## config.mk

```make
export PLATFORM = sky130hd
export DESIGN_NAME = busy_ctr_arbiter
export DESIGN_NICKNAME = d
export VERILOG_FILES = /design/src/rtl/busy_ctr_arbiter.sv
export SDC_FILE = /design/constraint.sdc
export NUM_CORES = 1
export LEC_CHECK = 0
export ABC_AREA = 1
export CORE_MARGIN = 1.5
export CORE_UTILIZATION = 49
export CTS_CLUSTER_SIZE = 12
export DETAILED_ROUTE_END_ITERATION = 8
export PLACE_DENSITY = 0.84
export SLEW_MARGIN = 25
export SYNTH_ARGS = -nofsm -noshare
export SYNTH_HDL_FRONTEND = slang
export SYNTH_SLANG_ARGS = --single-unit
```

## constraint.sdc

```tcl
create_clock -name CLK -period 3.66 [get_ports CLK]
set_input_delay 0.732 -clock CLK [delete_from_list [all_inputs] [get_ports CLK]]
set_output_delay 0.732 -clock CLK [all_outputs]
set_load 0.1 [all_outputs]
```

## src/rtl/busy_ctr_arbiter.sv

```systemverilog
// -----------------------------------------------------------------------------
// busy_ctr_arbiter
//
// Round-robin scheduler that serializes NUM_REQ requesters onto one shared
// BusyCtr-style busy timer. Each requester posts a one-cycle request. The
// arbiter latches it as pending and picks a winner in round-robin order. It
// fires the timer's start method, follows the timer's busy output until it
// drops, then pulses done for the winner.
//
// Parameters:
//   NUM_REQ     number of requesters, 2..16
//   WDOG_LIMIT  watchdog expiry in cycles (used only with the watchdog macro)
//
// Ports:
//   CLK         clock, all state changes on its rising edge
//   nRST        asynchronous active-low reset
//   req__ENA    per-requester request strobe, honoured when req__RDY is high
//   req__RDY    per-requester ready (= not pending)
//   done        one-cycle completion pulse to the granted requester
//   grantId     index of the current or most recent grant
//   start__ENA  fires the timer's start method (combinational from state)
//   start__RDY  timer idle (counter == 0)
//   busy        timer busy output
//   error       sticky watchdog flag (tied to 0 without the watchdog)
//
// Configuration:
//   BUSY_ARB_WATCHDOG_EN  when defined, a grant that stays in WAIT/RUN for
//                         WDOG_LIMIT cycles is force-completed and error is set
//                         until reset. When undefined, RUN waits for busy to
//                         drop indefinitely and error is constant 0.
// -----------------------------------------------------------------------------
module busy_ctr_arbiter #(
  parameter int NUM_REQ    = 4,
  parameter int WDOG_LIMIT = 64
) (
  input  logic                       CLK,
  input  logic                       nRST,
  input  logic [NUM_REQ-1:0]         req__ENA,
  output logic [NUM_REQ-1:0]         req__RDY,
  output logic [NUM_REQ-1:0]         done,
  output logic [$clog2(NUM_REQ)-1:0] grantId,
  output logic                       start__ENA,
  input  logic                       start__RDY,
  input  logic                       busy,
  output logic                       error
);

  localparam int GW = $clog2(NUM_REQ);

  // Elaboration-time guard on the parameter ranges.
  if (NUM_REQ < 2 || NUM_REQ > 16 || WDOG_LIMIT < 1) begin : g_bad_params
    $error("busy_ctr_arbiter: NUM_REQ must be 2..16 and WDOG_LIMIT >= 1");
  end

  typedef enum logic [1:0] {
    ST_IDLE,   // waiting for any pending request
    ST_ISSUE,  // firing start as soon as the timer is idle
    ST_WAIT,   // single cycle right after start: busy tells RUN vs zero-length
    ST_RUN     // timer running, wait for busy to drop
  } state_t;

  state_t             state;
  logic [NUM_REQ-1:0] pending;
  logic [GW-1:0]      last_grant;
  logic [GW-1:0]      winner;
  logic [GW-1:0]      scan_idx;
  logic               complete;
  logic [NUM_REQ-1:0] accept;
  logic [NUM_REQ-1:0] clear_mask;

  // ---------------------------------------------------------------------------
  // Request bookkeeping
  // ---------------------------------------------------------------------------
  // A request is only honoured when its ready bit is high, i.e. not already
  // pending, so a request can never be duplicated.
  assign req__RDY   = ~pending;
  assign accept     = req__ENA & ~pending;
  // Completion retires exactly the granted requester's pending bit.
  assign clear_mask = complete ? (NUM_REQ'(1) << grantId) : '0;

  // The start strobe is decoded from state so that an asynchronous reset
  // removes it immediately, without waiting for a clock edge.
  assign start__ENA = (state == ST_ISSUE) && start__RDY;

  // ---------------------------------------------------------------------------
  // Round-robin winner search, starting at last_grant+1 and wrapping.
  // Scanning from the farthest offset down to the nearest lets the nearest
  // pending requester win without an explicit "found" flag.
  // ---------------------------------------------------------------------------
  // NOTE: every signal driven in always_comb gets a default before any branch;
  // a path that leaves it unassigned would infer a latch.
  always_comb begin
    winner   = last_grant;
    scan_idx = '0;
    for (int off = NUM_REQ; off >= 1; off--) begin
      scan_idx = GW'((int'(last_grant) + off) % NUM_REQ);
      if (pending[scan_idx]) begin
        winner = scan_idx;
      end
    end
  end

  // ---------------------------------------------------------------------------
  // Completion detect: the timer reports busy low in WAIT (zero-length run)
  // or in RUN, or the watchdog expires.
  // ---------------------------------------------------------------------------
`ifdef BUSY_ARB_WATCHDOG_EN
  localparam int WCW = $clog2(WDOG_LIMIT + 1);

  logic [WCW-1:0] wdog_cnt;
  logic           wdog_expire;

  always_comb begin
    complete    = 1'b0;
    wdog_expire = 1'b0;
    if (state == ST_WAIT || state == ST_RUN) begin
      if (!busy) begin
        complete = 1'b1;
      end else if (wdog_cnt == WCW'(WDOG_LIMIT - 1)) begin
        // The counter reaches WDOG_LIMIT at this edge: force completion.
        complete    = 1'b1;
        wdog_expire = 1'b1;
      end
    end
  end

  // Counter clears at the start edge (entry to WAIT) and counts every cycle
  // spent in WAIT or RUN. The error flag is sticky until reset.
  always_ff @(posedge CLK or negedge nRST) begin
    if (!nRST) begin
      wdog_cnt <= '0;
      error    <= 1'b0;
    end else begin
      if (start__ENA) begin
        wdog_cnt <= '0;
      end else if (state == ST_WAIT || state == ST_RUN) begin
        wdog_cnt <= wdog_cnt + 1'b1;
      end
      if (wdog_expire) begin
        error <= 1'b1;
      end
    end
  end
`else
  always_comb begin
    complete = 1'b0;
    if ((state == ST_WAIT || state == ST_RUN) && !busy) begin
      complete = 1'b1;
    end
  end

  assign error = 1'b0;
`endif

  // ---------------------------------------------------------------------------
  // Scheduler FSM with registered grantId / done / pending
  // ---------------------------------------------------------------------------
  // NOTE: sequential state is assigned with non-blocking (<=) so every
  // register samples pre-edge values, independent of statement order.
  always_ff @(posedge CLK or negedge nRST) begin
    if (!nRST) begin
      state      <= ST_IDLE;
      pending    <= '0;
      done       <= '0;
      grantId    <= '0;
      // First search after reset begins at index 0.
      last_grant <= GW'(NUM_REQ - 1);
    end else begin
      // Set and clear never hit the same bit: set needs !pending, clear needs
      // the granted bit, which is pending throughout its grant.
      pending <= (pending | accept) & ~clear_mask;
      done    <= clear_mask;

      case (state)
        ST_IDLE: begin
          if (|pending) begin
            grantId <= winner;
            state   <= ST_ISSUE;
          end
        end

        ST_ISSUE: begin
          if (start__RDY) begin
            state <= ST_WAIT;
          end
        end

        ST_WAIT, ST_RUN: begin
          if (complete) begin
            last_grant <= grantId;
            state      <= ST_IDLE;
          end else begin
            state <= ST_RUN;
          end
        end

        default: state <= ST_IDLE;
      endcase
    end
  end

endmodule
```

# Word level (Yosys, flattened, before mapping)
# Index checks and enable logic that the tools add are counted.
dict set report word_totals {
  wordCells 52
  ff_bits 14
  in_bits 8
}
dict set report op_classes {
  addsub 4
  n_reduce_logical 10
  order_cmp 4
  n_eq_ne 5
  shift 1
  muxes 18
  bitwise_logic 5
}
# op count
set ops {}
lappend ops {{2-to-1 mux 2 bit} 7}
lappend ops {{less-than comparator 2 x 3 -> 1 bit, second input constant} 4}
lappend ops {{AND 4 bit} 2}
lappend ops {{binary-select mux 1 bit (select 2 bit)} 4}
lappend ops {{inverter 4 bit} 2}
lappend ops {{one-hot mux 2 bit (3 select lines)} 1}
lappend ops {{AND reduction 2 bit} 3}
lappend ops {{2-to-1 mux 1 bit} 5}
lappend ops {{adder 2 x 1 -> 2 bit, second input constant} 2}
lappend ops {{adder 2 bit, second input constant} 2}
lappend ops {{== test 2 bit, second input constant} 2}
lappend ops {{2-to-1 mux 4 bit} 1}
lappend ops {{inequality test 2 bit, second input constant} 2}
lappend ops {{OR 4 bit} 1}
lappend ops {{OR reduction 4 bit} 1}
lappend ops {{<< shifter 1 x 2 -> 4 bit, first input constant} 1}
lappend ops {{== test 2 x 1 -> 1 bit, second input constant} 1}
lappend ops {{logical AND 1 bit} 2}
lappend ops {{logical NOT 2 bit} 1}
lappend ops {{OR reduction 2 bit} 1}
lappend ops {{logical NOT 1 bit} 1}
lappend ops {{logical OR 1 bit} 1}

# Longest topological paths before layout
# Gate-level depths: netlist of the first run.
dict set report logic_depth {
  word_depth 7
  mapped_depth 11
  mapped_depth_nobuf 10
}

# Least setup slack after synthesis of the first run
# OpenSTA, ideal clock, no wires.
dict set report synth_path {
  kind {input to output}
  startpoint {in start__RDY}
  endpoint {out start__ENA}
  arrival_time_ns 2.020
  t_required_ns 2.928
  setup_slack_ns 0.908
  stages 2
  cell_sequence {inv_1 -> nor2_1}
}
dict set report synth_between {
  elab_chain_cells 1
}
# element line_no
set synth_lines {}
lappend synth_lines {{from (decl)} 43} ;# input logic start__RDY,
lappend synth_lines {{logical AND 1 bit} 83} ;# assign start__ENA = (state == ST_ISSUE) && start__RDY;
lappend synth_lines {{to (decl)} 42} ;# output logic start__ENA,
# No other way between the ends.

# Worst setup path after layout of the first run
dict set report layout_path {
  startpoint {reg pending[1]}
  endpoint {out req__RDY[1]}
}
dict set report layout_between {
  elab_chain_cells 1
}
# element line_no
set layout_lines {}
lappend layout_lines {{from (decl)} 63} ;# logic [NUM_REQ-1:0] pending;
lappend layout_lines {{from (signal assigned)} 171} ;# pending <= (pending | accept) & ~clear_mask;
lappend layout_lines {{inverter 4 bit} 76} ;# assign req__RDY = ~pending;
lappend layout_lines {{to (decl)} 39} ;# output logic [NUM_REQ-1:0] req__RDY,
# No other way between the ends.

==> results by group, run 1 <==
Drt
  • DR vias/cell: 4.882
  • Drt drc: 0
  • Total wire length: 1408 um
  • Initial DRC Count: 10
  • Post-route ant nets: 0
  • DR WL/cell: 11.09 um
  • TritonRoute pass-1 iters: 4
  • Vias after detailed routing: 620

CTS
  • Setup bufs post-CTS: 0
  • Reg clk slew, reported paths: 0.08 ns
  • Hold-fix buffers, CTS: 0
  • Max Root-Sink Buffers: 2
  • Later-pin clock latency in the skew report: 0.28 ns
  • Root Driver: clkbuf_4
  • Cts bufs inserted: 3
  • CTS tree: done
  • CTS HTree Levels: 1
  • Sink Count: 14
  • # resized after CTS: 0

Layout
  • Layout area overhead: 29.79%
  • Layout Nets: 121
  • Seq. cell area: 352.8 um2
  • Share of layout cells above drive strength 1: 0.1786
  • Ant diodes: 0
  • FILL cells: 118
  • Most frequent cells in the layout: 23 x nand2_1, 17 x clkdlybuf4s50_1, 15 x nor2_1, 12 x dfrtp_1
  • Commonest non-fill, non-tap cell in the layout: nand2_1
  • Multi-input gate area: 294.0 um2

STA
  • Rel. slew slack: 0.3509
  • Tightest Pin Transition: 0.9706 ns
  • # setup viols final: 0
  • Worst setup margin: 0.9811 ns
  • Final Cycle Share: 0.7319
  • Setup repair after global routing missed its margin: no
  • F_max: 373.3 MHz
  • Hold Vio Cnt, Final: 0
  • Crit path time final: 2.679 ns
  • Final setup TNS: 0 ns
  • Clock Skew: 0.002091 ns
  • Max-slew violation count: 0

Yosys
  • Synth Register Bits: 14
  • Top cells by area, synth: dfrtp_1 42%, nand2_1 12%, nand2_2 7.8%
  • Yosys cell types: 18
  • Post-Syn Instances: 92
  • Syn Std Cell Area: 718.2 um2
  • Post-synth net total: 100
  • Post-synth top area cell: dfrtp_1
  • Top-area cell type share of the netlist area: 0.4181
  • Sequential share of the synthesized area: 0.4913
  • Mapped Avg Cell Area: 7.806 um2
  • Ys Warns: 0

GRT
  • GRT Residual Overflow: 0
  • First-pass GRT wire length: 2201 um
  • Initial antenna violation count: 0
  • Vias in the first global route: 526
  • GR Util All Layers: 0.2141
  • Largest net degree at the start of global routing: 15

Worst setup path
  • Slowest CP cell: clkdlybuf4s50_1
  • Startpoint types: register
  • Crit-path max FO: 5
  • RR Startpoint: last_grant[0]
  • Top delay family on crit path: buffers and inverters
  • Crit-path max cell delay: 1.14 ns
  • Crit Path Class: register to primary output
  • Worst setup EP type: primary output
  • Crit. Startpoint: pending[1]
  • Crit path buffers/inverters: 2
  • Crit path cell chain: inv_2 -> clkdlybuf4s50_1
  • Worst EP required: 2.93 ns
  • Data arrival, critical path: 1.95 ns

Pwr
  • Leakage power: 0.4610 nW
  • VDD IR-drop max: 0.5307 mV
  • Pwr Density: 985.4 nW/um2

Placement
  • Pre-CTS setup slack: 1.287 ns
  • GPL Wtd Cong: 0.7235
  • Detailed placement HPWL: 1118 um
  • # port buffers: 18

Die
  • Die footprint: 1704 um2
  • Die Wd: 41.29 um
  • Placeable Area: 1334 um2
  • Io pins: 20
  • Initial Util: 0.5385
  • Die H: 41.29 um
  • Row count: 13

Min path
  • Hold crit path type: register to register
  • HP Start: pending[3]

Job
  • Max Cap Viol: 0

Status
  • Status: completed
## synthesized netlist by cell type
library cell,number
nor4_1,1
nor2_1,15
dfstp_2,2
inv_8,1
nand2_2,9
inv_2,2
o211ai_1,1
nand2_1,23
buf_6,1
o21ai_0,4
buf_4,1
conb_1,1
inv_1,9
nand4_1,1
nand2_4,1
dfrtp_1,12
nand3_1,7
o21ai_1,1
## state kept, by name, indices dropped and copies added, names as in the netlist
signal      flops
done            4
grantId         2
last_grant      2
pending         4
state           2
## per-layer routing
| metal | track usage | up-vias | part of all wire |
|---|---|---|---|
| met3 | 0.06522 | 5 | 0.053 |
| met4 | 0.09677 | 0 | 0.018 |
| met1 | 0.2621 | 280 | 0.45 |
| met2 | 0.3438 | 16 | 0.48 |
| met5 | 0 | - | 0 |
| li1 | - | 319 | - |
## logic make-up after synthesis
logic type,synth area share
buffers and inverters,0.09931
AOI/OAI and AO/OA,0.04529
other,0.005221
and+or+nand+nor,0.3589
DFF,0.4913
## worst min-delay path: cells and delay by family, from the launching register on
| kind | cells | cell delay, ns |
|---|---|---|
| DFF | 1 | 0.34 |
| and+or+nand+nor | 2 | 0.13 |
## worst paths after layout
kind | endpoint | slack [ns] | cells past startpoint
min in group asynchronous | done[3] | 0.82 | 1
hold reg to reg | pending[3] | 0.51 | 2
setup / recovery | req__RDY[1] | 0.98 | 2
setup reg to reg | grantId[0] | 2.28 | 9
max in group asynchronous | pending[3] | 2.44 | 1
hold / removal | pending[3] | 0.51 | 2
## report_power, final
part	leakage, nW	total, mW	switching, mW	internal [mW]
clock network	0.0210	0.111	0.0500	0.0606
registers	0.161	0.271	0.0586	0.212
logic	0.279	0.537	0.404	0.133
## layout make-up
cell class | instances | share of cell area
clock buffer | 4 | 0.03893
sequential | 14 | 0.3785
timing repair buffer | 18 | 0.1906
inverter | 12 | 0.05638
multi-input combinational | 64 | 0.3154
tap | 15 | 0.02013
## metrics by stage
stage	utilization	hold slack (ns)	total power [mW]	area (um2)	instances
after detailed placement	0.6717	0.4998	0.8088	895.9	123
after floorplan	-	0.4364	0.7001	718.2	92
final	0.6989	0.5096	0.9186	932.1	127
after global placement	0.6717	0.4931	0.7965	895.9	123
after CTS	0.6989	0.5184	0.9199	932.1	127
after global routing	0.6989	0.5645	0.9731	932.1	127
Power figures use the tool's default switching activity.
==> run 2: changes to the inputs <==
--- a/config.mk
+++ b/config.mk
@@ -7,10 +7,10 @@
 export LEC_CHECK = 0
 export ABC_AREA = 1
 export CORE_MARGIN = 1.5
-export CORE_UTILIZATION = 49
+export CORE_UTILIZATION = 45
 export CTS_CLUSTER_SIZE = 12
 export DETAILED_ROUTE_END_ITERATION = 8
-export PLACE_DENSITY = 0.84
+export PLACE_DENSITY = 0.79
 export SLEW_MARGIN = 25
 export SYNTH_ARGS = -nofsm -noshare
 export SYNTH_HDL_FRONTEND = slang
==> constraint.sdc (replaced) <==
create_clock -name CLK -period 2.7 [get_ports CLK]
set_input_delay 0.54 -clock CLK [delete_from_list [all_inputs] [get_ports CLK]]
set_output_delay 0.54 -clock CLK [all_outputs]
set_load 0.1 [all_outputs]
==> run 2 against run 1 <==
  * Combinational power rose by 35%
  * First-iteration DRC count is 40% higher
  * Non-clock buffer count did not move
  * Global-route usage shrank 3.6 points
  * Via count is 0.48% lower
  * Final cell count is 0.79% higher
  * Clock skew grew 0.00059 ns
  * Hold slack hardly changed
  * Sequential power up 34%
  * Power is 34% higher
  * Critical path depth grew 2
  * Cell area decreased by 1.2%
  * Critical endpoint is now start__ENA
  * Highest routed layer unchanged
==> results by group, run 2 (synthesized netlist as in run 1, its figures left out) <==
Status
  • Status: completed

Worst setup path
  • RR Startpoint: last_grant[0]
  • Worst EP required: 2.16 ns (-0.77 ns)
  • Worst setup EP type: primary output
  • Crit-path max cell delay: 0.47 ns (-0.67 ns)
  • Crit-path max FO: 2 (-3)
  • Crit path cell chain: clkdlybuf4s50_1 -> inv_1 -> nor2_1 -> buf_12
  • Crit. Startpoint: start__RDY
  • Slowest CP cell: clkdlybuf4s50_1
  • Reg2Reg Setup Slack: 1.35 ns (-0.93 ns)
  • Data arrival, critical path: 1.46 ns (-0.49 ns)
  • Crit path buffers/inverters: 3 (+1)
  • Reg2reg end: grantId[0]
  • Reg2Reg Depth: 9 (unchanged)
  • Startpoint types: input pin
  • Top delay family on crit path: buffers and inverters
  • Crit Path Class: input pin to primary output

STA
  • Tightest Pin Transition: 0.6011 ns (-0.3694 ns)
  • # setup viols final: 0 (unchanged)
  • Final setup TNS: 0 ns (unchanged)
  • Max-slew violation count: 0 (unchanged)
  • Final Cycle Share: 0.7407
  • Setup repair after global routing missed its margin: no
  • Hold Vio Cnt, Final: 0 (unchanged)
  • Clock Skew: 0.002676 ns (+0.0005851 ns)
  • Crit path time final: 2.000 ns
  • F_max: 500.0 MHz
  • Rel. slew slack: 0.5980 (+0.2471)

CTS
  • Root Driver: clkbuf_4
  • Reg clk slew, reported paths: 0.08 ns (about the same)
  • # resized after CTS: 0 (unchanged)
  • Sink Count: 14 (unchanged)
  • CTS HTree Levels: 1 (unchanged)
  • CTS tree: done
  • Hold-fix buffers, CTS: 0 (unchanged)
  • Cts bufs inserted: 3 (unchanged)
  • Setup bufs post-CTS: 0 (unchanged)
  • Max Root-Sink Buffers: 2 (unchanged)
  • Later-pin clock latency in the skew report: 0.28 ns (about the same)

Layout
  • Layout Nets: 121 (unchanged)
  • Fin cells: 128 (+0.79%)
  • Most frequent cells in the layout: 23 x nand2_1, 15 x nor2_1, 12 x dfrtp_1, 10 x buf_4
  • Multi-input gate area: 294.0 um2 (unchanged)
  • Largest regs: done (4), pending (4)
  • Layout area overhead: 28.22%
  • FILL cells: 140 (+19%)
  • Share of layout cells above drive strength 1: 0.2679 (+0.08929)
  • Seq. cell area: 352.8 um2 (unchanged)
  • Commonest non-fill, non-tap cell in the layout: nand2_1
  • Ant diodes: 0 (unchanged)

Drt
  • Initial DRC Count: 14 (+4)
  • Total wire length: 1306 um (-7.2%)
  • Met1 WL: 617 um (-1.8%)
  • DR vias/cell: 4.820 (-1.3%)
  • Vias after detailed routing: 617 (-0.48%)
  • TritonRoute pass-1 iters: 4 (unchanged)
  • Post-route ant nets: 0 (unchanged)
  • Met2 WL post-DR: 610 um (-10%)
  • DR WL/cell: 10.20 um (-8.0%)
  • Met3 WL post-DR: 58 um (-22%)
  • Highest Signal Layer: met4
  • Drt drc: 0 (unchanged)

Pwr
  • Pwr Density: 1341 nW/um2 (+36%)
  • VDD IR-drop max: 0.8202 mV (+55%)
  • Leakage power: 0.4821 nW (+4.6%)

Min path
  • WHS Endpoint: pending[2]
  • Hold Path Stages: 2 (unchanged)
  • HP Start: pending[2]
  • Hold crit path type: register to register

Die
  • Die footprint: 1845 um2 (+8.2%)
  • Placeable Area: 1506 um2 (+13%)
  • Io pins: 20 (unchanged)
  • Die H: 42.95 um (+4.0%)
  • Initial Util: 0.4767 (-0.06172)
  • Row count: 14 (+1)
  • Die Wd: 42.95 um (+4.0%)

GRT
  • GR Util All Layers: 0.1778 (-0.03635)
  • Initial antenna violation count: 0 (unchanged)
  • First-pass GRT wire length: 2387 um (+8.5%)
  • GRT Residual Overflow: 0 (unchanged)
  • Vias in the first global route: 575 (+9.3%)
  • Largest net degree at the start of global routing: 15 (unchanged)

Placement
  • # port buffers: 18 (unchanged)
  • GPL Wtd Cong: 0.8480 (+17%)
  • DP Cell Count: 124 (+0.81%)
  • Detailed placement HPWL: 1080 um (-3.4%)

Job
  • Max Cap Viol: 0 (unchanged)
==> run 2: cell types whose count changed in the layout (fill, tap and decap cells not counted), sizes merged <==
cell,delta
buf,+10
clkdlybuf4s50,-10
==> run 2: metal layers <==
layer,GRT usage,vias up
li1,-,323
met1,0.2219,274
met2,0.2879,16
met3,0.03830,4
met4,0.09091,0
met5,0,-
==> run 2: cell type report <==
cell class	instances	share of cell area
clock buffer	4	0.03940
inverter	12	0.05707
sequential	14	0.3832
tap	16	0.02174
multi-input combinational	64	0.3193
timing repair buffer	18	0.1793
==> run 2: power breakdown <==
| group | internal (mW) | leakage [nW] | total (mW) | switching, mW |
|---|---|---|---|---|
| clock network | 0.0820 | 0.0210 | 0.146 | 0.0639 |
| registers | 0.288 | 0.161 | 0.364 | 0.0762 |
| logic | 0.179 | 0.300 | 0.725 | 0.546 |
==> run 2: how the worst max path moves through the flow <==
| stage | depth (start not counted) | to | slack [ns] |
|---|---|---|---|
| 3_3_place_gp | 4 | start__ENA | 0.72 |
| 5_1_grt | 4 | start__ENA | 0.66 |
| 2_1_floorplan | 2 | start__ENA | 0.33 |
| 6_report | 4 | start__ENA | 0.70 |
| 3_5_place_dp | 4 | start__ENA | 0.70 |
| 4_1_cts | 4 | start__ENA | 0.70 |
==> run 2: per-stage QoR <==
step                      cell area (um2)    util  hold slack [ns]  power (mW)  setup slack, ns
after floorplan                     718.2       -           0.2444      0.9491           0.3323
after global placement              884.6  0.5872           0.4940       1.084           0.7180
after detailed placement            884.6  0.5872           0.4998       1.095           0.6994
after CTS                           920.9  0.6113           0.5188       1.244           0.6974
after global routing                920.9  0.6113           0.5738       1.316           0.6611
final                               920.9  0.6113           0.5100       1.235           0.7000
==> run 2: worst min-delay path, delay by kind of cell (launching register included) <==
family	cells	cell delay, ns
flops	1	0.35
simple gates	2	0.13
